`config.mk`:
```
export PLATFORM = sky130hd
export DESIGN_NAME = msrh_sched_age_picker
export DESIGN_NICKNAME = d
export VERILOG_FILES = /design/src/rtl/msrh_sched_age_picker.sv
export SDC_FILE = /design/constraint.sdc
export NUM_CORES = 1
export LEC_CHECK = 0
export ABC_AREA = 1
export ABC_CLOCK_PERIOD_IN_PS = 25600
export BUFFER_PORTS_ARGS = -buffer_cell sky130_fd_sc_hd__clkbuf_2
export CAP_MARGIN = 10
export CORE_MARGIN = 5
export CORE_UTILIZATION = 42
export DETAILED_ROUTE_END_ITERATION = 7
export GPL_ROUTABILITY_DRIVEN = 0
export MAX_ROUTING_LAYER = met4
export SYNTH_ARGS = -nofsm -noshare
export SYNTH_HDL_FRONTEND = slang
export SYNTH_SLANG_ARGS = --single-unit
```
`constraint.sdc`:
```
create_clock -name i_clk -period 25.6 [get_ports i_clk]
set_input_delay 3.84 -clock i_clk [delete_from_list [all_inputs] [get_ports i_clk]]
set_output_delay 3.84 -clock i_clk [all_outputs]
set_load 0.01 [all_outputs]
```
`src/rtl/msrh_sched_age_picker.sv`:
```
// Occupancy and age-ordering controller for one scheduler bank: hands free
// entries to dispatch slots, tracks relative age and picks the oldest ready entry.
module msrh_sched_age_picker #(
    parameter int ENTRY_SIZE = 16,
    parameter int DISP_SIZE  = 2
) (
    input  logic                            i_clk,
    input  logic                            i_reset_n,
    input  logic [DISP_SIZE-1:0]            i_disp_valid,
    output logic                            o_alloc_ready,
    output logic [DISP_SIZE*ENTRY_SIZE-1:0] o_alloc_oh,
    input  logic [ENTRY_SIZE-1:0]           i_entry_ready,
    input  logic                            i_pick_stall,
    output logic                            o_pick_valid,
    output logic [ENTRY_SIZE-1:0]           o_pick_oh,
    input  logic [ENTRY_SIZE-1:0]           i_entry_finish,
    output logic [$clog2(ENTRY_SIZE+1)-1:0] o_free_count,
    output logic                            o_empty
);

    localparam int CW = $clog2(ENTRY_SIZE + 1);

    logic [ENTRY_SIZE-1:0]                  valid_q, valid_d;
    logic [ENTRY_SIZE-1:0][ENTRY_SIZE-1:0]  age_q, age_d;
    logic [CW-1:0]                          freeCount_q, freeCount_d;

    logic [DISP_SIZE-1:0][ENTRY_SIZE-1:0]   allocOh;
    logic [ENTRY_SIZE-1:0]                  allocAny;
    logic [ENTRY_SIZE-1:0]                  freeMask;
    logic [ENTRY_SIZE-1:0]                  grant;
    logic                                   found;
    logic [ENTRY_SIZE-1:0]                  finishVec;
    logic [ENTRY_SIZE-1:0]                  olderMask;
    logic [ENTRY_SIZE-1:0]                  cand;
    logic [ENTRY_SIZE-1:0]                  blockedVec;
    logic [ENTRY_SIZE-1:0]                  pickRaw;
    int                                     nextCount;

    assign o_alloc_ready = (freeCount_q >= CW'(DISP_SIZE));
    assign o_alloc_oh    = allocOh;
    assign finishVec     = i_entry_finish & valid_q;
    assign o_free_count  = freeCount_q;
    assign o_empty       = ~|valid_q;

    // k-th requesting slot takes the k-th lowest-index free entry
    always_comb begin
        freeMask = ~valid_q;
        allocOh  = '0;
        allocAny = '0;
        grant    = '0;
        found    = 1'b0;
        for (int s = 0; s < DISP_SIZE; s++) begin
            grant = '0;
            found = 1'b0;
            for (int k = 0; k < ENTRY_SIZE; k++) begin
                if (!found && freeMask[k]) begin
                    grant[k] = 1'b1;
                    found    = 1'b1;
                end
            end
            if (i_disp_valid[s] && o_alloc_ready) begin
                allocOh[s] = grant;
                freeMask   = freeMask & ~grant;
                allocAny   = allocAny | grant;
            end
        end
    end

    // Surviving entries and earlier slots of this cycle are older than each new entry
    always_comb begin
        age_d = age_q;
        for (int k = 0; k < ENTRY_SIZE; k++) begin
            if (finishVec[k]) begin
                age_d[k] = '0;
                for (int j = 0; j < ENTRY_SIZE; j++) age_d[j][k] = 1'b0;
            end
        end
        olderMask = valid_q & ~finishVec;
        for (int s = 0; s < DISP_SIZE; s++) begin
            for (int k = 0; k < ENTRY_SIZE; k++) begin
                if (allocOh[s][k]) begin
                    age_d[k] = '0;
                    for (int j = 0; j < ENTRY_SIZE; j++) age_d[j][k] = olderMask[j];
                end
            end
            olderMask = olderMask | allocOh[s];
        end
    end

    always_comb begin
        valid_d   = (valid_q & ~finishVec) | allocAny;
        nextCount = int'(freeCount_q);
        for (int s = 0; s < DISP_SIZE; s++) if (|allocOh[s]) nextCount = nextCount - 1;
        for (int k = 0; k < ENTRY_SIZE; k++) if (finishVec[k]) nextCount = nextCount + 1;
        freeCount_d = CW'(nextCount);
    end

    // An entry is picked when no other ready candidate is older than it
    always_comb begin
        cand       = valid_q & i_entry_ready;
        blockedVec = '0;
        for (int i = 0; i < ENTRY_SIZE; i++) begin
            for (int j = 0; j < ENTRY_SIZE; j++) begin
                blockedVec[i] = blockedVec[i] | (cand[j] & age_q[j][i]);
            end
        end
        pickRaw      = cand & ~blockedVec;
        o_pick_valid = (|cand) & ~i_pick_stall;
        o_pick_oh    = i_pick_stall ? '0 : pickRaw;
    end

    always_ff @(posedge i_clk or negedge i_reset_n) begin
        if (!i_reset_n) begin
            valid_q     <= '0;
            age_q       <= '0;
            freeCount_q <= CW'(ENTRY_SIZE);
        end else begin
            valid_q     <= valid_d;
            age_q       <= age_d;
            freeCount_q <= freeCount_d;
        end
    end

    finishOnValid: assert property (@(posedge i_clk) disable iff (!i_reset_n)
        (i_entry_finish & ~valid_q) == '0);
    pickOneHot: assert property (@(posedge i_clk) disable iff (!i_reset_n)
        $onehot0(o_pick_oh));
    freeCountBound: assert property (@(posedge i_clk) disable iff (!i_reset_n)
        freeCount_q <= CW'(ENTRY_SIZE));

endmodule
```
# After elaboration in Yosys (flattened, before gate mapping)
# Index checks and enable logic that the tools add are counted.
[classes]
order_cmp = 1
n_reduce_logical = 203
n_mux = 741
bitwise = 510
addsub = 18
[op_table]
columns = ["cell", "count"]
rows = [
  ["16-bit two-way mux", 47],
  ["6-bit nonzero test", 120],
  ["1-bit two-way mux", 670],
  ["1-bit bitwise AND", 257],
  ["1-bit bitwise OR", 240],
  ["17-bit two-way mux", 6],
  ["5-bit two-way mux", 18],
  ["5-bit by 2-bit adder with 5-bit output (second input constant)", 16],
  ["16-bit bitwise AND", 5],
  ["16-bit NOT", 4],
  ["16-bit OR reduction", 4],
  ["16-bit bitwise OR", 3],
  ["3-bit nonzero test", 16],
  ["1-bit logical AND", 32],
  ["1-bit logical NOT", 31],
  ["5-bit by 2-bit greater-or-equal comparator with 1-bit output (second input constant)", 1],
  ["5-bit by 1-bit subtractor with 5-bit output (second input constant)", 1],
  ["5-bit by 2-bit subtractor with 5-bit output (second input constant)", 1],
  ["1-bit NOT", 1],
]
[word_totals]
regBits = 277
inputBits = 37

# Logic depth before layout (Yosys ltp)
[depth]
word_depth = 131
ltp_mapped = 67
mapped_depth_nobuf = 67

# Least setup slack after synthesis
# No wires, ideal clock.
[synth_path]
path_type = "input to register"
start = "in i_disp_valid[0]"
end = "reg freeCount_q[4], in the netlist o_free_count[4]"
slack_ns = 13.796
path_stages = 59
t_arrival_ns = 11.728
path_cell_list = "nand2_2 inv_2 nand3_1 nand2_1 nand3_4 nand2_1 inv_1 a21oi_1 nand3_1 nor2_2 nand3_1 nand2_1 ha_1 or2_2 nand2_1 inv_1 o22ai_1 nor2_1 [23 not listed] nand2_1 nand2_1 xor2_1 o21ai_1 ha_1 mux2i_1 xor2_1 nand2_1 nand2_1 ha_1 nand2_1 o21ai_1 ha_1 nand2_1 nor2_1 nand3_1 nand3_1 nand2_1"
[synth_rtl]
columns = ["item", "line_no", "text"]
rows = [
  ["from (decl)", "9", "input logic [DISP_SIZE-1:0] i_disp_valid,"],
  ["to (signal assigned)", "116", "freeCount_q <= CW'(ENTRY_SIZE);"],
  ["to (signal assigned)", "120", "freeCount_q <= freeCount_d;"],
  ["to (decl)", "25", "logic [CW-1:0] freeCount_q, freeCount_d;"],
]

==> run_results.csv <==
group,metric,value,unit
yosys,synthCells,2133,
floorplanning,num_rows,71,
min_path,hold_path.class,"reg -> reg",
drt,vias,16900,
yosys,synth_flop_cell,"dfrtp_1",
cts,htreeDepth,1,
critical_path,cp.required,26.10,ns
critical_path,max_stage_delay,0.30,ns
global_routing,antenna_found_initial,1,
final_layout,syn2layout_area_growth,12.7,%
global_routing,grt_first_pass_wirelength,104,mm
timing,fin_tns_setup,0,ns
cts,postCtsSetupBuffers,0,
drt,drc,0,
global_routing,grt_pass1_vias,16300,
timing,holdWs,0.486,ns
critical_path,crit_top_cell,"nand2_1",
critical_path,crit_arrival,12.99,ns
yosys,ys_top_cells_by_area,"dfrtp_1 43%, nand2_1 13%, inv_1 7.3%",
yosys,netlist_top_cells_count,"546 x nand2_1, 313 x inv_1, 276 x dfrtp_1",
yosys,yosysMostFrequentCell,"nand2_1",
timing,rsz0062_at_grt,"no",
global_routing,overflow,0,
cts,cts_root_buffer,"clkbuf_16",
global_routing,grt_max_degree,136,
min_path,min_path_cells,2,
placed_design,preCtsSetupSlack,12.62,ns
critical_path,worst_setup_path_start_kind,"input pin",
drt,dr.pass1.iters,7,
floorplanning,start_util,42.6,%
critical_path,path_max_fanout,8,
yosys,synth_top_area_cell,"dfrtp_1",
critical_path,r2r_end,"o_free_count[4]$_DFF_PN1_",
yosys,ys_types,52,
timing,setup_viol,0,
pwr,power-per-cell-area,106,nW/um^2
pwr,power.leakage,0.00906,uW
timing,hold_violations,0,
cts,clkSinkCount,277,
timing,skew,0.0353,ns
cts,insertion_delay,0.60,ns
final_layout,drive_gt1_share,10.4,%
run,maxCapViolations,0,
floorplanning,die_height,206,um
cts,cts.clk_slew.worst_paths,0.06,ns
drt,post_drt_wl_per_cell,25.6,um
global_routing,grt_util_all_layers,33.5,%
yosys,async_flop_share,100,%
floorplanning,core_area,37800,sq um
global_routing,use_met3,9.96,%
yosys,synth_top_area_share,42.9,%
cts,cts_buffers,31,
final_layout,fin_util,48.0,%
placed_design,port_buffers,92,
floorplanning,dieWidth,206,um
cts,cts_tree,"done",
cts,clock_path_buffers,3,
cts,cts_resized,0,
yosys,synth_nets,2189,
yosys,ys_seq_area_share,43.1,%
timing,fin_ws,13.12,ns
drt,viasPerCell,6.17,
yosys,synth-seq-cells,277,
yosys,synth-edff-count,0,
drt,ant_nets,0,
yosys,avgSynthCellArea,7.54,sq um
drt,drt_iter0_drc,2393,
outcome,status,"complete, no violations",
global_routing,grt.busiest_layer,"met2",
critical_path,regToRegSetupSlack,15.49,ns
floorplanning,ios,93,
yosys,synth.cell_area,16100,sq um
min_path,hold_end,"age_q[175]$_DFFE_PN0P_",
timing,slew_headroom,20.5,%
critical_path,cp-end-kind,"register",
timing,worst_pin_slew,1.19,ns
critical_path,reg2regPathDepth,62,
critical_path,slowest_stage,"or2_2",
min_path,min_from,"age_q[175]$_DFFE_PN0P_",
critical_path,crit_type,"in -> reg",
global_routing,met1_usage,42.8,%
pwr,total_power,1920,uW
final_layout,nNetsFinal,2261,
placed_design,dp_hpwl,49.0,mm
cts,hold_buffers,0,
timing,fin_crit_sh,48.8,%
timing,drv_slew,0,
timing,finalCriticalPeriod,12.48,ns
pwr,peakVddDrop,0.0615,mV
yosys,yosys_warnings,0,
drt,routed_wl,70.2,mm
floorplanning,die_area,42300,sq um
critical_path,worstReg2RegStart,"o_free_count[0]$_DFF_PN0_",
timing,maxClockFrequency,0.0801,GHz
global_routing,grt_use_met2,49.5,%
-- worst max-delay path by stage --
stage                    startpoint                         to  slack [ns]
floorplan           i_disp_valid[0]  o_free_count[4]$_DFF_PN1_       13.80
global placement    i_disp_valid[0]  o_free_count[4]$_DFF_PN1_       12.90
detailed placement  i_disp_valid[0]  o_free_count[4]$_DFF_PN1_       12.62
CTS                 i_disp_valid[0]  o_free_count[4]$_DFF_PN1_       13.20
global route        i_disp_valid[0]  o_free_count[4]$_DFF_PN1_       12.26
finish              i_disp_valid[0]  o_free_count[4]$_DFF_PN1_       13.12
-- cell type report --
cell class | instances | area (sq um)
diodes | 2 | 5.00
clock buffers | 38 | 852
clock inverters | 20 | 220
fillers | 3794 | 19600
inverters | 327 | 1230
multi-input cells | 1457 | 7640
flip-flops and latches | 277 | 6930
well taps | 511 | 639
repair buffers | 111 | 613
-- cell usage in the layout (no fill, tap or decap), drive strengths merged, types with 2 or more instances in the layout --
| cell | netlist | routed |
|---|---|---|
| xor2 | 14 | 14 |
| o221ai | 87 | 87 |
| dfrtp | 276 | 276 |
| nand4 | 25 | 25 |
| nand3 | 140 | 140 |
| o211ai | 4 | 4 |
| nand2 | 574 | 574 |
| and3 | 4 | 4 |
| a22o | 19 | 19 |
| nor3 | 17 | 17 |
| buf | 7 | 20 |
| xnor2 | 6 | 6 |
| a2111oi | 9 | 9 |
| nand3b | 7 | 7 |
| clkbuf | 65 | 129 |
| diode | 0 | 2 |
| o22ai | 44 | 44 |
| or2 | 5 | 5 |
| nor2 | 205 | 205 |
| o2111ai | 8 | 8 |
| a21oi | 46 | 46 |
| ha | 19 | 19 |
| clkinv | 9 | 21 |
| a32o | 7 | 7 |
| bufinv | 0 | 4 |
| inv | 318 | 320 |
| o21ai | 142 | 142 |
| a221oi | 38 | 38 |
| clkinvlp | 0 | 2 |
| o32ai | 15 | 15 |
| nor4 | 15 | 15 |
-- state kept, by name, summed over array words and instances, names as in the netlist --
| register | count |
|---|---|
| age_q | 256 |
| o_free_count | 5 |
| valid_q | 16 |
-- power breakdown --
part | internal, uW | leakage, uW | switching [uW]
clock | 277 | 0.000534 | 199
combinational | 258 | 0.00472 | 666
sequential | 483 | 0.00381 | 39.4
total | 1020 | 0.00906 | 904
-- per-stage QoR --
| step | instances | cell area, sq um |
|---|---|---|
| floorplan | 2133 | 16100 |
| global placement | 2683 | 17100 |
| detailed placement | 2683 | 17100 |
| CTS | 2741 | 18100 |
| global route | 2742 | 18100 |
| finish | 2743 | 18100 |
-- worst max-delay path, delay by kind of cell --
family          cells  cell delay (ns)
compound gates      7             1.05
fa+ha+maj           9             2.34
simple gates       33             4.05
buf+inv             4             0.54
xor+xnor            6             0.90
mux                 1             0.26
-- layer usage --
metal  part of all wire [%]  up-vias
met3                     13      297
li1                       -     7349
met1                     38     8043
met4                    6.0        0
met2                     42     1239
met5                      0        -
-- logic make-up (layout without fill, tap and decap cells) --
| logic type | after synthesis | after routing | synth area share, % |
|---|---|---|---|
| adders and majority gates | 19 | 19 | 1.48 |
| DFF | 277 | 277 | 43.1 |
| muxes | 1 | 1 | 0.0622 |
| and+or+nand+nor | 993 | 993 | 26.7 |
| AOI/OAI and AO/OA | 424 | 424 | 18.2 |
| xor gates and xnor gates | 20 | 20 | 1.09 |
| buffers and inverters | 399 | 496 | 9.43 |
| other | 0 | 2 | 0 |
(Power assumes the default switching activity.)
